$ cat config.mk
export PLATFORM = sky130hd
export DESIGN_NAME = spi_multi_sched
export DESIGN_NICKNAME = d
export VERILOG_FILES = /design/src/rtl/spi_multi_sched.sv
export SDC_FILE = /design/constraint.sdc
export NUM_CORES = 1
export LEC_CHECK = 0
export BUFFER_PORTS_ARGS = -buffer_cell sky130_fd_sc_hd__clkbuf_2
export CORE_AREA = 2 2 104 106
export DETAILED_ROUTE_END_ITERATION = 10
export DIE_AREA = 0 0 106 108
export MAX_ROUTING_LAYER = met4
export SYNTH_ARGS = -nofsm -noshare
export SYNTH_HDL_FRONTEND = slang
export SYNTH_SLANG_ARGS = --single-unit
$ cat constraint.sdc
create_clock -name sys_clk -period 2.4 [get_ports sys_clk]
set_input_delay 0.48 -clock sys_clk [delete_from_list [all_inputs] [get_ports sys_clk]]
set_output_delay 0.48 -clock sys_clk [all_outputs]
set_load 0.01 [all_outputs]
$ cat src/rtl/spi_multi_sched.sv
// Round-robin scheduler sharing one multi-slave SPI byte interface between N_SLAVES requesters.
// Each grant copies one frame to the SPI master FIFO, then drains the reply back to the owner.
module spi_multi_sched #(
    parameter int N_SLAVES        = 3,
    parameter int BYTES_PER_FRAME = 2,
    parameter int TIMEOUT         = 4095
) (
    input  logic                  sys_clk,
    input  logic                  n_rst,
    input  logic [N_SLAVES-1:0]   req_bus,
    input  logic [8*N_SLAVES-1:0] req_data_bus,
    output logic [N_SLAVES-1:0]   req_rdreq_bus,
    output logic [7:0]            m_din,
    output logic [N_SLAVES-1:0]   m_wrreq_bus,
    input  logic [7:0]            s_dout,
    output logic [N_SLAVES-1:0]   s_rdreq_bus,
    input  logic [N_SLAVES-1:0]   have_msg_bus,
    input  logic [7:0]            len,
    output logic [7:0]            rsp_data,
    output logic [N_SLAVES-1:0]   rsp_valid_bus,
    output logic [N_SLAVES-1:0]   timeout_bus,
    output logic [N_SLAVES-1:0]   grant,
    output logic                  busy
);
    localparam int unsigned    NS        = N_SLAVES;
    localparam int             PW        = (N_SLAVES > 1) ? $clog2(N_SLAVES) : 1;
    localparam int             BW        = (BYTES_PER_FRAME > 1) ? $clog2(BYTES_PER_FRAME) : 1;
    localparam logic [BW-1:0]  LAST_BYTE = BW'(BYTES_PER_FRAME - 1);
    localparam logic [15:0]    TMO       = 16'(TIMEOUT);
    localparam logic [7:0]     FRAME_LEN = 8'(BYTES_PER_FRAME);

    typedef enum logic [2:0] {
        ST_IDLE, ST_FLUSH, ST_LOAD, ST_WAIT, ST_DRAIN, ST_DONE
    } state_t;

    state_t                state;
    logic [PW-1:0]         ptr;
    logic [BW-1:0]         bcnt;
    logic [15:0]           tcnt;
    logic [1:0]            fphase;
    logic [N_SLAVES-1:0]   drain_pipe;

    logic                  found;
    logic [PW-1:0]         pick;
    logic [PW-1:0]         cand;
    int unsigned           arb_idx;
    logic                  fsel_done;
    logic [N_SLAVES-1:0]   flush_sel;
    logic [7:0]            head;

    // Rotating search starting at ptr: first requester at or after ptr wins.
    always_comb begin
        found   = 1'b0;
        pick    = '0;
        cand    = '0;
        arb_idx = 0;
        for (int unsigned k = 0; k < NS; k++) begin
            arb_idx = 32'(ptr) + k;
            if (arb_idx >= NS) arb_idx = arb_idx - NS;
            cand = PW'(arb_idx);
            if (!found && req_bus[cand]) begin
                found = 1'b1;
                pick  = cand;
            end
        end
    end

    always_comb begin
        fsel_done = 1'b0;
        flush_sel = '0;
        head      = '0;
        for (int unsigned k = 0; k < NS; k++) begin
            if (!fsel_done && have_msg_bus[k]) begin
                fsel_done    = 1'b1;
                flush_sel[k] = 1'b1;
            end
            if (grant[k]) head = req_data_bus[8*k +: 8];
        end
    end

    always_ff @(posedge sys_clk or negedge n_rst) begin
        if (!n_rst) begin
            state         <= ST_IDLE;
            ptr           <= '0;
            bcnt          <= '0;
            tcnt          <= '0;
            fphase        <= '0;
            drain_pipe    <= '0;
            req_rdreq_bus <= '0;
            m_din         <= '0;
            m_wrreq_bus   <= '0;
            s_rdreq_bus   <= '0;
            rsp_data      <= '0;
            rsp_valid_bus <= '0;
            timeout_bus   <= '0;
            grant         <= '0;
            busy          <= 1'b0;
        end else begin
            m_wrreq_bus   <= '0;
            timeout_bus   <= '0;
            drain_pipe    <= '0;
            rsp_valid_bus <= drain_pipe;
            if (|drain_pipe) rsp_data <= s_dout;
            case (state)
                ST_IDLE: begin
                    if (|have_msg_bus) begin
                        s_rdreq_bus <= flush_sel;
                        fphase      <= '0;
                        busy        <= 1'b1;
                        state       <= ST_FLUSH;
                    end else if (found) begin
                        grant         <= N_SLAVES'(1) << pick;
                        req_rdreq_bus <= N_SLAVES'(1) << pick;
                        ptr           <= (pick == PW'(N_SLAVES - 1)) ? '0 : pick + PW'(1);
                        bcnt          <= '0;
                        busy          <= 1'b1;
                        state         <= ST_LOAD;
                    end
                end
                ST_FLUSH: begin
                    s_rdreq_bus <= '0;
                    if (fphase == 2'd2) begin
                        if (|have_msg_bus) begin
                            s_rdreq_bus <= flush_sel;
                            fphase      <= '0;
                        end else begin
                            busy  <= 1'b0;
                            state <= ST_IDLE;
                        end
                    end else begin
                        fphase <= fphase + 2'd1;
                    end
                end
                ST_LOAD: begin
                    m_din       <= head;
                    m_wrreq_bus <= grant;
                    if (bcnt == LAST_BYTE) begin
                        req_rdreq_bus <= '0;
                        tcnt          <= '0;
                        state         <= ST_WAIT;
                    end else begin
                        bcnt <= bcnt + BW'(1);
                    end
                end
                ST_WAIT: begin
                    // Reply readiness is tested before the timeout so a tie resolves to DRAIN.
                    if (|(have_msg_bus & grant) && len >= FRAME_LEN) begin
                        s_rdreq_bus <= grant;
                        bcnt        <= '0;
                        state       <= ST_DRAIN;
                    end else if (tcnt + 16'd1 == TMO) begin
                        timeout_bus <= grant;
                        grant       <= '0;
                        busy        <= 1'b0;
                        state       <= ST_IDLE;
                    end else begin
                        tcnt <= tcnt + 16'd1;
                    end
                end
                ST_DRAIN: begin
                    drain_pipe <= s_rdreq_bus;
                    if (bcnt == LAST_BYTE) begin
                        s_rdreq_bus <= '0;
                        state       <= ST_DONE;
                    end else begin
                        bcnt <= bcnt + BW'(1);
                    end
                end
                ST_DONE: begin
                    if (drain_pipe == '0) begin
                        grant <= '0;
                        busy  <= 1'b0;
                        state <= ST_IDLE;
                    end
                end
                default: state <= ST_IDLE;
            endcase
        end
    end
endmodule

After elaboration in Yosys (flattened, before gate mapping)
Index checks and enable logic that the tools add are counted.
Storage, ports and cells
  register bits: 62
  bits in latches: 0
  memory bits (writable): 0
  ROM bits: 0
  bits of input ports: 48
  output and inout bits: 35
  logic and storage cells: 155
  memories: 0
Operators by class
  add/subtract/negate cells: 9
  $mul: 0
  divide/modulo/power cells: 0
  order comparisons: 7
  equal/unequal tests: 22
  shift-type cells: 1
  mux-type cells: 69
  bitwise logic cells: 2
  reductions and logical operators: 30
Operators with widths (number)
  $mux W3: 22
  $mux W16: 3
  $pmux W16 S2: 1
  $mux W8: 3
  $ne A2 B2 Y1 const B: 12
  $mux W1: 21
  $mux W2: 9
  $pmux W3 S6: 1
  $add A16 B1 Y16 const B: 1
  $eq A16 B12 Y1 const B: 1
  $reduce_and A4 Y1: 4
  $reduce_and A7 Y1: 2
  $pmux W3 S4: 1
  $lt A2 B3 Y1 const B: 3
  $pmux W3 S3: 1
  $reduce_or A3 Y1: 3
  $ge A8 B2 Y1 const B: 1
  $reduce_bool A4 Y1: 2
  $bmux W1 S2: 3
  $eq A3 B2 Y1 const B: 2
  $eq A3 B3 Y1 const B: 2
  $ge A3 B2 Y1 const B: 2
  $logic_not A3 Y1: 2
  $ne A3 B3 Y1 const B: 2
  other kinds (22): 36

Longest topological paths before layout
  depth in word-level cells: 15
  gate-level depth with buffers: 9
  depth with buffers taken out: 8

Worst setup path after synthesis
No wires, ideal clock.
  path type: register to register
  start: register tcnt[1]
  end: register grant[1]
  setup time: 79 ps
  data arrival time: 2000 ps
  data required time: 2321 ps
  setup slack: 321 ps
  stages on the path, launching flop included: 8
  path buffers: 0
  period minus slack after synthesis: 2079 ps
  cell sequence: dfrtp_1 -> ha_1 -> nand3_1 -> o31a_1 -> o211a_1 -> and3_2 -> o211ai_2 -> mux2i_1
Between the ends
  word-level cells in the longest chain between the ends: 4
Ends and longest elaborated chain
  start: declaration: line 39  | logic [15:0] tcnt;
  start signal: assignment: line 157  | tcnt <= tcnt + 16'd1;
  $add A16 B1 Y16: line 151  | end else if (tcnt + 16'd1 == TMO) begin
  $eq A16 B12 Y1: line 151
  $ne A2 B2 Y1 (no source line)
  $reduce_and A6 Y1 (no source line)
  end signal: assignment: line 112  | grant <= N_SLAVES'(1) << pick;
  end: declaration: line 22  | output logic [N_SLAVES-1:0] grant,
No other way between the ends.
A chain may end at the register's enable or synchronous reset.

Final worst setup path
  start: register tcnt[0]
  end: register grant[2]
Same word-level chain as after synthesis.

==> run summary <==
Clock sink total: 62
Number of H-tree levels: 3
Fin. Hold Viols: 0
Final setup skew: 0.006471 ns
Synthesized area per cell: 9.730 um2
Tot Pwr: 4692 uW
Setup_tns: 0 ns
Drt first pass iters: 4
Power Density: 1071 nW/um2
Antenna diode count: 0
Int Pwr: 2829 uW
Placement Rows: 37
Worst R2R Start: tcnt[0]
Combinational Power Share: 44.8%
Grt ovf: 0
Final slew viol count: 0
Biggest regs: tcnt (16), m_din (8), rsp_data (8)
Fmax: 0.4445 GHz
FF+latch count, synth: 62
Post-Place Worst Slack: 0.1511 ns
1st-iter DRT viols: 195
Period utilization: 93.74%
First-pass GRT wire length: 15060 um
Synth Net Count: 417
Synth Flop Type: dfrtp_1
Largest Register: tcnt
Post-synth EDFFs: 0
Mapped cell area: 3532 um2
Sequential share of power: 33.0%
Synth warn: 0
Switching share of power: 39.71%
Worst vdd rail ir drop: 0.4560 mV
Drt via density: 5.347
Final estimated routing congestion in global placement: 0.8764
Synth-to-layout area growth: 24.09%
CTS clk-pin slew, worst paths: 0.08 ns
Tmin final: 2.250 ns
Worst r2r path cells: 8
Startpoint Class: flip-flop
P_sw: 1863 uW
Largest net degree at the start of global routing: 42
Initial Util: 34.52%
Number of global-route vias before repair: 3129
HP Class: in -> async
Slew HR: 50.21%
R2R Setup Slk: 0.15 ns
Antenna-violating nets left: 0
Layout cells sized above 1: 33.19%
Critical path class: reg -> reg
Initial antenna violation count: 0
Design Area, Final: 4383 um2
Die Height: 108 um
Max reg flops: 16
Distinct cells, synth: 62
CTS root buffer: clkbuf_8
CP required: 2.68 ns
Critical Path Fanout Max: 5
Cell count after synthesis: 363
WL/cell: 15.11 um
Clock buffer depth: 2
Fin worst setup slack: 0.1503 ns
Core Util, Final: 42.84%
# setup viols final: 0
IO Count: 83
Post-synthesis sequential area ratio: 43.92%
Core area: 10230 um2
Total CTS buffers: 9
# nets final: 513
Die footprint: 11450 um2
Via Count: 3208
Clock power share: 22.3%
CTS tree: built
Dpl hpwl: 6689 um
Drt drc: 0
End of the worst register-to-register path: grant[2]
RSZ-0062 raised after global routing: true
Final WL: 9063 um
Overall Global Routing Usage: 17.01%
Placed Instance Area: 4145 um2
Status: finished clean
CP endpoint kind: flip-flop
Pleak: 0.002105 uW
Clk Latency, worst-skew pair: 0.36 ns
Slew @ Worst Pin: 0.7400 ns
Worst EP arrival: 2.53 ns
Maxcap violations: 0
Port Buffers: 81
Die width: 106 um
Asr flop ratio synth: 100.0%
-- what timing repair did --
action | CTS | global route
setup endpoints to repair | 0 | 8
gates resized for setup | 0 | 4
hold buffers | 0 | 0
hold endpoints to repair | 0 | 0
setup buffers | 0 | 0
-- layout by cell type, fill, tap and decap left out, types with 6 or more instances in the layout --
cell type	n
clkbuf_2	81
dfrtp_1	62
nand2_1	38
o21ai_0	35
buf_4	23
nor2_1	14
a21oi_1	13
mux2_2	13
inv_1	12
nand3_1	11
and3_1	11
a31oi_1	10
nor3_1	9
o31ai_1	9
clkbuf_8	9
a221o_1	8
o211ai_1	7
mux2i_1	6
ha_1	6
-- synthesized netlist by cell type (5+ instances only) --
cell type	count	area, um2
dfrtp_1	62	1551
nand2_1	38	142.6
o21ai_0	35	175.2
nor2_1	14	52.55
a21oi_1	13	65.06
mux2_2	13	146.4
inv_1	12	45.04
and3_1	11	68.82
nand3_1	11	55.05
a31oi_1	10	62.56
nor3_1	10	50.05
o31ai_1	10	75.07
a221o_1	8	80.08
clkbuf_1	8	30.03
o211ai_1	7	52.55
ha_1	6	75.07
mux2i_1	6	60.06
a22o_1	5	43.79
nand2b_1	5	31.28
nor4_1	5	31.28
or3_1	5	31.28
-- cell families (layout without fill, tap and decap cells) --
group / Yosys count / count (layout) / share of synthesized area (%)
compound gates: 117 / 117 / 22.88
xor+xnor: 4 / 4 / 0.9920
fa+ha+maj: 6 / 6 / 2.125
mux: 19 / 19 / 5.845
buf+inv: 32 / 133 / 5.667
simple gates: 123 / 123 / 18.56
flops: 62 / 62 / 43.92
-- layout make-up --
| cell class | instances | area (um2) |
|---|---|---|
| Tap cell | 136 | 170.2 |
| Clock inverter | 7 | 97.59 |
| Sequential cell | 62 | 1551 |
| Timing Repair Buffer | 105 | 598.1 |
| Clock buffer | 9 | 123.9 |
| Fill cell | 1024 | 5848 |
| Multi-Input combinational cell | 269 | 1797 |
| Inverter | 12 | 45.04 |
-- per-stage QoR --
stage	hold WS, ns	std cells
3_3_place_gp	0.3660	584
6_report	0.09693	600
2_1_floorplan	0.1844	363
5_1_grt	0.1534	600
3_5_place_dp	0.3628	584
4_1_cts	0.1161	600
-- critical path: stages, from the launching register on --
cell and delay (ns):
dfrtp_1 0.43, ha_1 0.20, buf_4 0.15, a21oi_1 0.05, o311a_2 0.33, a211o_2 0.34, and3_2 0.23, o211ai_2 0.23
mux2i_1 0.22
-- metal layers --
metal,wire [um],global-route usage (%)
met1,4006,20.76
met2,4540,27.33
met3,366,4.219
met4,150,6.579
met5,0,-
-- worst max path at each step --
stage / from / end / slack [ns]
6_report: tcnt[0] / grant[2] / 0.15
3_3_place_gp: have_msg_bus[0] / grant[0] / 0.16
4_1_cts: ptr[0] / busy / 0.12
3_5_place_dp: have_msg_bus[0] / grant[0] / 0.15
5_1_grt: ptr[0] / state[0] / -0.008
2_1_floorplan: tcnt[1] / grant[1] / 0.32
-- power groups by stage --
stage,combinational (uW),sequential [uW],clock [uW]
3_3_place_gp,2030,1550,0
4_1_cts,2090,1550,1080
3_5_place_dp,2080,1570,0
5_1_grt,2320,1600,1110
6_report,2100,1550,1050
2_1_floorplan,1370,1620,0
(Power assumes the default switching activity.)
